## src/rtl/vga_timing_pkg.sv

```systemverilog
// -----------------------------------------------------------------------------
// vga_timing_pkg
// Shared raster timing definitions for the timing generator and the pixel
// renderers: default 640x480@60 timing (800x525 total on a 25 MHz pixel
// clock), the derived totals, and the 10-bit coordinate type.
// Ports: none (package).
// -----------------------------------------------------------------------------
package vga_timing_pkg;

    localparam int DEF_H_VIS      = 640;
    localparam int DEF_H_FP       = 16;
    localparam int DEF_H_SYNC     = 96;
    localparam int DEF_H_BP       = 48;
    localparam int DEF_V_VIS      = 480;
    localparam int DEF_V_FP       = 10;
    localparam int DEF_V_SYNC     = 2;
    localparam int DEF_V_BP       = 33;
    localparam int DEF_SYNC_DELAY = 2;

    localparam int H_TOTAL = DEF_H_VIS + DEF_H_FP + DEF_H_SYNC + DEF_H_BP;
    localparam int V_TOTAL = DEF_V_VIS + DEF_V_FP + DEF_V_SYNC + DEF_V_BP;

    // Both totals must fit in this type (<= 1024).
    typedef logic [9:0] coord_t;

    // Inclusive range test used for the sync pulse decodes.
    function automatic logic in_range(coord_t v, coord_t lo, coord_t hi);
        return (v >= lo) && (v <= hi);
    endfunction

endpackage

```

## src/rtl/vga_timing_gen_if.sv

```systemverilog
// -----------------------------------------------------------------------------
// vga_timing_gen_if
// Bundle of raster timing signals between the timing generator (master) and
// the renderers (slave).
//   pix_ce       pixel clock-enable into the generator
//   DrawX/DrawY  current pixel coordinates
//   blank        1 while the pixel is visible
//   hs/vs        active-low syncs
//   line_start   one-cycle pulse when DrawX becomes 0
//   frame_start  one-cycle pulse when DrawX=0 and DrawY=0
//   frame_count  frames started since reset (wraps)
// -----------------------------------------------------------------------------
interface vga_timing_gen_if;
    import vga_timing_pkg::*;

    logic       pix_ce;
    coord_t     DrawX;
    coord_t     DrawY;
    logic       blank;
    logic       hs;
    logic       vs;
    logic       line_start;
    logic       frame_start;
    logic [7:0] frame_count;

    modport master (
        input  pix_ce,
        output DrawX, DrawY, blank, hs, vs, line_start, frame_start, frame_count
    );

    modport slave (
        input  pix_ce, DrawX, DrawY, blank, hs, vs, line_start, frame_start, frame_count
    );

endinterface

```

## src/rtl/vga_sync_delay.sv

```systemverilog
// -----------------------------------------------------------------------------
// vga_sync_delay
// DEPTH-stage shift register, advanced only when i_ce=1, every stage resetting
// to all ones (the inactive level of active-low syncs).
//   clk   clock
//   rst   asynchronous active-high reset
//   i_ce  shift enable
//   i_d   data in (WIDTH bits)
//   o_q   data out, DEPTH enabled cycles behind i_d
// -----------------------------------------------------------------------------
module vga_sync_delay #(
    parameter int WIDTH = 1,
    parameter int DEPTH = 2
) (
    input  logic             clk,
    input  logic             rst,
    input  logic             i_ce,
    input  logic [WIDTH-1:0] i_d,
    output logic [WIDTH-1:0] o_q
);

    logic [DEPTH-1:0][WIDTH-1:0] r_stage;
    logic [DEPTH-1:0][WIDTH-1:0] w_stage_next;

    genvar gi;
    generate
        for (gi = 0; gi < DEPTH; gi++) begin : g_stage
            if (gi == 0) begin : g_head
                assign w_stage_next[gi] = i_d;
            end else begin : g_tail
                assign w_stage_next[gi] = r_stage[gi-1];
            end
        end
    endgenerate

    always_ff @(posedge clk or posedge rst) begin
        if (rst) begin
            r_stage <= '1;
        end else if (i_ce) begin
            r_stage <= w_stage_next;
        end
    end

    assign o_q = r_stage[DEPTH-1];

endmodule

```

## src/rtl/vga_timing_gen.sv

```systemverilog
// -----------------------------------------------------------------------------
// vga_timing_gen
// Raster timing generator: pixel coordinates, visible-area flag, active-low
// syncs and line/frame markers, advancing once per pix_ce.
// Ports:
//   vga_clk  pixel clock
//   reset    asynchronous active-high reset (parks on the last pixel of the
//            frame, so the first enabled edge lands on pixel 0,0)
//   vif      vga_timing_gen_if.master (pix_ce in, timing signals out)
// Configuration macro VGA_SYNC_ALIGN_EN: when defined, hs/vs are delayed by
// SYNC_DELAY (1..7) enabled cycles to line up with the renderer pipeline;
// when undefined, hs/vs are aligned with DrawX/DrawY and there is no
// SYNC_DELAY parameter.
// -----------------------------------------------------------------------------
module vga_timing_gen
    import vga_timing_pkg::*;
#(
    parameter int H_VIS  = DEF_H_VIS,
    parameter int H_FP   = DEF_H_FP,
    parameter int H_SYNC = DEF_H_SYNC,
    parameter int H_BP   = DEF_H_BP,
    parameter int V_VIS  = DEF_V_VIS,
    parameter int V_FP   = DEF_V_FP,
    parameter int V_SYNC = DEF_V_SYNC,
    parameter int V_BP   = DEF_V_BP
`ifdef VGA_SYNC_ALIGN_EN
    , parameter int SYNC_DELAY = DEF_SYNC_DELAY
`endif
) (
    input  logic vga_clk,
    input  logic reset,
    vga_timing_gen_if.master vif
);

    localparam int LINE_TOTAL  = H_VIS + H_FP + H_SYNC + H_BP;
    localparam int FRAME_LINES = V_VIS + V_FP + V_SYNC + V_BP;

    localparam coord_t X_LAST   = coord_t'(LINE_TOTAL - 1);
    localparam coord_t Y_LAST   = coord_t'(FRAME_LINES - 1);
    localparam coord_t X_VIS    = coord_t'(H_VIS);
    localparam coord_t Y_VIS    = coord_t'(V_VIS);
    localparam coord_t HS_FIRST = coord_t'(H_VIS + H_FP);
    localparam coord_t HS_LAST  = coord_t'(H_VIS + H_FP + H_SYNC - 1);
    localparam coord_t VS_FIRST = coord_t'(V_VIS + V_FP);
    localparam coord_t VS_LAST  = coord_t'(V_VIS + V_FP + V_SYNC - 1);

    coord_t     r_x;
    coord_t     r_y;
    logic       r_blank;
    logic       r_hs;
    logic       r_vs;
    logic       r_line_start;
    logic       r_frame_start;
    logic [7:0] r_frame_count;

    coord_t     w_x_next;
    coord_t     w_y_next;
    logic       w_x_wrap;
    logic       w_blank_next;
    logic       w_hs_next;
    logic       w_vs_next;
    logic       w_line_next;
    logic       w_frame_next;

    // Decode from the next-state coordinates so the registered flags describe
    // the same pixel as the registered DrawX/DrawY.
    always_comb begin
        w_x_wrap = (r_x == X_LAST);
        w_x_next = w_x_wrap ? '0 : r_x + coord_t'(1);
        w_y_next = r_y;
        if (w_x_wrap) begin
            w_y_next = (r_y == Y_LAST) ? '0 : r_y + coord_t'(1);
        end
        w_blank_next = (w_x_next < X_VIS) && (w_y_next < Y_VIS);
        w_hs_next    = !in_range(w_x_next, HS_FIRST, HS_LAST);
        w_vs_next    = !in_range(w_y_next, VS_FIRST, VS_LAST);
        w_line_next  = (w_x_next == '0);
        w_frame_next = w_line_next && (w_y_next == '0);
    end

    always_ff @(posedge vga_clk or posedge reset) begin
        if (reset) begin
            r_x           <= X_LAST;
            r_y           <= Y_LAST;
            r_blank       <= 1'b0;
            r_hs          <= 1'b1;
            r_vs          <= 1'b1;
            r_line_start  <= 1'b0;
            r_frame_start <= 1'b0;
            r_frame_count <= '0;
        end else if (vif.pix_ce) begin
            r_x           <= w_x_next;
            r_y           <= w_y_next;
            r_blank       <= w_blank_next;
            r_hs          <= w_hs_next;
            r_vs          <= w_vs_next;
            r_line_start  <= w_line_next;
            r_frame_start <= w_frame_next;
            if (w_frame_next) begin
                r_frame_count <= r_frame_count + 8'd1;
            end
        end else begin
            // Markers are strobes: they must not stretch across stalled cycles.
            r_line_start  <= 1'b0;
            r_frame_start <= 1'b0;
        end
    end

    assign vif.DrawX       = r_x;
    assign vif.DrawY       = r_y;
    assign vif.blank       = r_blank;
    assign vif.line_start  = r_line_start;
    assign vif.frame_start = r_frame_start;
    assign vif.frame_count = r_frame_count;

`ifdef VGA_SYNC_ALIGN_EN
    logic [1:0] w_sync_dly;

    vga_sync_delay #(
        .WIDTH (2),
        .DEPTH (SYNC_DELAY)
    ) u_sync_delay (
        .clk  (vga_clk),
        .rst  (reset),
        .i_ce (vif.pix_ce),
        .i_d  ({r_hs, r_vs}),
        .o_q  (w_sync_dly)
    );

    assign vif.hs = w_sync_dly[1];
    assign vif.vs = w_sync_dly[0];
`else
    assign vif.hs = r_hs;
    assign vif.vs = r_vs;
`endif

endmodule

```

## src/flat_wrapper.sv

```systemverilog
// flat-port wrapper written by rule: the top's interface ports become plain ports
module vga_timing_gen_flat import vga_timing_pkg::*;
#(
    parameter int H_VIS  = DEF_H_VIS,
    parameter int H_FP   = DEF_H_FP,
    parameter int H_SYNC = DEF_H_SYNC,
    parameter int H_BP   = DEF_H_BP,
    parameter int V_VIS  = DEF_V_VIS,
    parameter int V_FP   = DEF_V_FP,
    parameter int V_SYNC = DEF_V_SYNC,
    parameter int V_BP   = DEF_V_BP

)
  (vga_clk, reset, vif_pix_ce, vif_DrawX, vif_DrawY, vif_blank, vif_hs, vif_vs, vif_line_start, vif_frame_start, vif_frame_count);
  vga_timing_gen_if vif_i ();
  input  logic vga_clk;
  input  logic reset;
  input wire logic [$bits(vif_i.pix_ce)-1:0] vif_pix_ce;
  output wire logic [$bits(vif_i.DrawX)-1:0] vif_DrawX;
  output wire logic [$bits(vif_i.DrawY)-1:0] vif_DrawY;
  output wire logic [$bits(vif_i.blank)-1:0] vif_blank;
  output wire logic [$bits(vif_i.hs)-1:0] vif_hs;
  output wire logic [$bits(vif_i.vs)-1:0] vif_vs;
  output wire logic [$bits(vif_i.line_start)-1:0] vif_line_start;
  output wire logic [$bits(vif_i.frame_start)-1:0] vif_frame_start;
  output wire logic [$bits(vif_i.frame_count)-1:0] vif_frame_count;
  assign vif_i.pix_ce = vif_pix_ce;
  assign vif_DrawX = vif_i.DrawX;
  assign vif_DrawY = vif_i.DrawY;
  assign vif_blank = vif_i.blank;
  assign vif_hs = vif_i.hs;
  assign vif_vs = vif_i.vs;
  assign vif_line_start = vif_i.line_start;
  assign vif_frame_start = vif_i.frame_start;
  assign vif_frame_count = vif_i.frame_count;
  vga_timing_gen #(.H_VIS(H_VIS), .H_FP(H_FP), .H_SYNC(H_SYNC), .H_BP(H_BP), .V_VIS(V_VIS), .V_FP(V_FP), .V_SYNC(V_SYNC), .V_BP(V_BP)) u_core (.vga_clk(vga_clk), .reset(reset), .vif(vif_i));
endmodule
```

## config.mk

```make
export PLATFORM = sky130hd
export DESIGN_NAME = vga_timing_gen_flat
export DESIGN_NICKNAME = d
export VERILOG_FILES = /design/src/rtl/vga_timing_pkg.sv /design/src/rtl/vga_timing_gen_if.sv /design/src/rtl/vga_sync_delay.sv /design/src/rtl/vga_timing_gen.sv /design/src/flat_wrapper.sv
export SDC_FILE = /design/constraint.sdc
export NUM_CORES = 1
export LEC_CHECK = 0
export BUFFER_PORTS_ARGS = -buffer_cell sky130_fd_sc_hd__buf_2
export CORE_ASPECT_RATIO = 0.7
export CORE_MARGIN = 10
export CORE_UTILIZATION = 50
export DETAILED_ROUTE_END_ITERATION = 12
export PLACE_DENSITY_LB_ADDON = 0.15
export SLEW_MARGIN = 20
export SYNTH_ARGS = -nofsm -noshare
export SYNTH_HDL_FRONTEND = slang
export SYNTH_HIERARCHICAL = 1
export SYNTH_SLANG_ARGS = --single-unit
```

## constraint.sdc

```tcl
create_clock -name vga_clk -period 3.8 [get_ports vga_clk]
set_clock_uncertainty 0.1 [all_clocks]
set_input_delay 0.57 -clock vga_clk [delete_from_list [all_inputs] [get_ports vga_clk]]
set_output_delay 0.57 -clock vga_clk [all_outputs]
set_load 0.02 [all_outputs]
```

==> flow_summary.toml <==
[outcome]
outcome = "complete, no violations"

[finish]
layout-area-overhead-vs-synth_pct = 11.56
stdcell_area_sq_mm = 0.002585
final_common_cell = "buf_2"
n_antenna_cell = 0
num-nets-final = 268
final_cell_mix = "buf_2, dfrtp_1, nand2_1"
drive_gt1_share_pct = 30.77

[setup_path]
r2r-start = "u_core/vif.DrawX[1]$_DFFE_PP1P_"
r2r_setup_slack_ps = 700
cp_slowest_cell = "dfstp_2"
rr_worst_depth = 7
critPathArrivalTime_ps = 3170
cp.required_ps = 3870
crit_fanout = 8
r2r_end = "u_core/vif.frame_count[1]$_DFFE_PP0P_"
path_cells = "ha_1, nand4_4, nor4_1, mux2i_1, nand4b_4, nor3_4, mux2_1"
worstSetupStartpointType = "flip-flop"
end_kind = "flip-flop"
critPathKind = "reg2reg"
critPathMaxStageDelay_ps = 600
crit_path_start = "u_core/vif.DrawX[1]$_DFFE_PP1P_"

[timing]
finalSetupTns_ps = 0
rsz0062_at_grt = "false"
clock.fmax_ghz = 0.3225
finalHoldViolations = 0
slew_headroom_pct = 65.09
setup_viol = 0
worstMarginPinSlew_ps = 522.0
finalCritPeriodShare_pct = 81.59
period_minus_slack_ps = 3100
maxSlewViolCount = 0

[synthesis]
async_flop_share_pct = 100.0
netlist_area_sq_mm = 0.002317
synth_top_cell_area_share_pct = 22.68
yosysTopAreaCell = "dfrtp_1"
yosys_warnings = 6
synth-edff-count = 0
ys_seq_area_share_pct = 36.29
synth_nets = 238
postSynthAreaPerCell_sq_um = 10.12
ys_types = 60
synthTopCellsByArea = "dfrtp_1, dfstp_2, xnor2_1"
synthCells = 229
ys.flop_type = "dfrtp_1"
synth_seq_cells = 33

[placed_design]
io_buffer_count = 35
placed_area_sq_mm = 0.002484
post-dp-hpwl_mm = 3.790
gp_congestion = 0.8387

[clocking]
hold_buffers = 0
htreeDepth = 2
cts_setup_buffers = 0
cts.sinks = 33
cts_resized = 0
insertion_delay_ps = 280
cts_made_buffers = 5
clk_pin_slew_ps = 70
clockRootBuffer = "clkbuf_8"
cts.path.max_buffers = 2
cts_tree = "yes"

[detailed_routing]
ant_nets = 0
viasPerCell = 5.657
wl_per_cell_um = 16.66
wl_mm = 5.249
vias = 1782
drc = 0
drt_pass1_iterations = 4
drt_iter0_markers = 121

[pwr]
switching_power_mw = 0.3962
power_leakage_nw = 1.108
seq_power_share_pct = 45.9
power_density_mw_per_mm2 = 421.7
clockPowerShare_pct = 27.1
p_comb_share_pct = 27.0
p_int_mw = 0.6938
switching_share_pct = 36.35
irDropWorstVdd_v = 0.0003763

[global_route]
grt_pass1_vias = 1629
grt_pass1_wl_mm = 8.576
grt_max_degree = 34
antenna_found_initial = 0
overflow = 0
grt_usage_pct = 13.29

[floorplan]
die_w_um = 101.4
core_area_sq_mm = 0.004404
rows = 20
die_area_sq_mm = 0.007801
initial_core_util_pct = 52.61
io-pin-count = 36
die_h_um = 76.96

[job]
cap_viol_max_count = 0

[min_path]
hold_class = "in2async"
## power groups by stage
stage / combinational (mW) / clock, mW / sequential, mW
after floorplan: 0.240 / 0 / 0.496
after global placement: 0.296 / 0 / 0.501
after detailed placement: 0.295 / 0 / 0.506
after CTS: 0.297 / 0.302 / 0.500
after global routing: 0.325 / 0.317 / 0.513
final: 0.295 / 0.295 / 0.500
## cells by family (layout without fill, tap and decap cells)
kind of cell	after synthesis	after routing	synth area share [%]
buffers and inverters	27	58	6.101
AOI/OAI and AO/OA	42	42	15.23
xor gates and xnor gates	23	23	8.693
muxes	7	7	3.132
adders and majority gates	6	6	3.240
and+or+nand+nor	91	91	27.32
DFF	33	33	36.28
## registers in the layout, indices dropped and copies added, names as in the netlist
name,flops
u_core/vif.frame_start,1
u_core/vif.DrawX,10
u_core/vif.line_start,1
u_core/vif.frame_count,8
u_core/vif.vs,1
u_core/vif.DrawY,10
u_core/vif.hs,1
u_core/vif.blank,1
## worst max path at each step
| stage | to | slack [ps] | cells after the start |
|---|---|---|---|
| floorplan | u_core/vif.frame_count[1]$_DFFE_PP0P_ | 940 | 7 |
| CTS | u_core/vif.frame_count[1]$_DFFE_PP0P_ | 720 | 7 |
| global route | u_core/vif.frame_count[1]$_DFFE_PP0P_ | 490 | 7 |
| finish | u_core/vif.frame_count[1]$_DFFE_PP0P_ | 700 | 7 |
| global placement | u_core/vif.frame_count[1]$_DFFE_PP0P_ | 840 | 7 |
| detailed placement | u_core/vif.frame_count[1]$_DFFE_PP0P_ | 730 | 7 |
## routing by layer
layer | GRT usage (%) | vias up | part of all wire, %
met5 | 0 | - | 0
li1 | - | 898 | -
met1 | 21.44 | 829 | 53
met4 | 3.611 | 0 | 0.91
met2 | 15.70 | 50 | 38
met3 | 4.029 | 5 | 7.4
## critical path, delay by kind of cell, from the launching register on
kind	cells	cell delay, ps
adders and majority gates	1	320
and+or+nand+nor	4	1130
DFF	1	600
muxes	2	820
## Yosys cell counts, types with 2 or more instances
cell type / number
dfrtp_1: 21
nand2_1: 15
inv_1: 13
nand3_1: 13
dfstp_2: 12
xnor2_1: 12
xor2_1: 11
nor3_1: 9
nor2_1: 8
o21ai_0: 8
a21oi_1: 7
nand4_1: 7
nor4_2: 7
ha_1: 6
buf_2: 5
mux2i_1: 5
and2_1: 4
nor4_1: 4
o211ai_1: 4
a211oi_1: 3
and3_1: 3
buf_4: 3
buf_6: 3
clkbuf_1: 3
or3_1: 3
a311oi_1: 2
and4_1: 2
and4bb_1: 2
nand4b_1: 2
or2_2: 2
## layout make-up
class / count / area [sq um]
Fill cell: 397 / 1819
Multi-Input combinational cell: 169 / 1335
Sequential cell: 33 / 840.8
Timing Repair Buffer: 37 / 190.2
Clock buffer: 7 / 96.34
Tap cell: 55 / 68.82
Inverter: 13 / 48.80
Clock inverter: 1 / 5.005
## through the flow
stage | std cells | setup slack, ps | util (%) | hold slack, ps | total power, mW
floorplan | 229 | 936.7 | - | 416.3 | 0.7358
global placement | 307 | 840.1 | 56.39 | 350.1 | 0.7969
detailed placement | 307 | 732.1 | 56.39 | 360.9 | 0.8013
CTS | 315 | 720.7 | 58.69 | 273.0 | 1.099
global route | 315 | 491.8 | 58.69 | 305.5 | 1.156
finish | 315 | 699.6 | 58.69 | 263.7 | 1.090
Note: power is estimated with default switching activity, not from simulation.
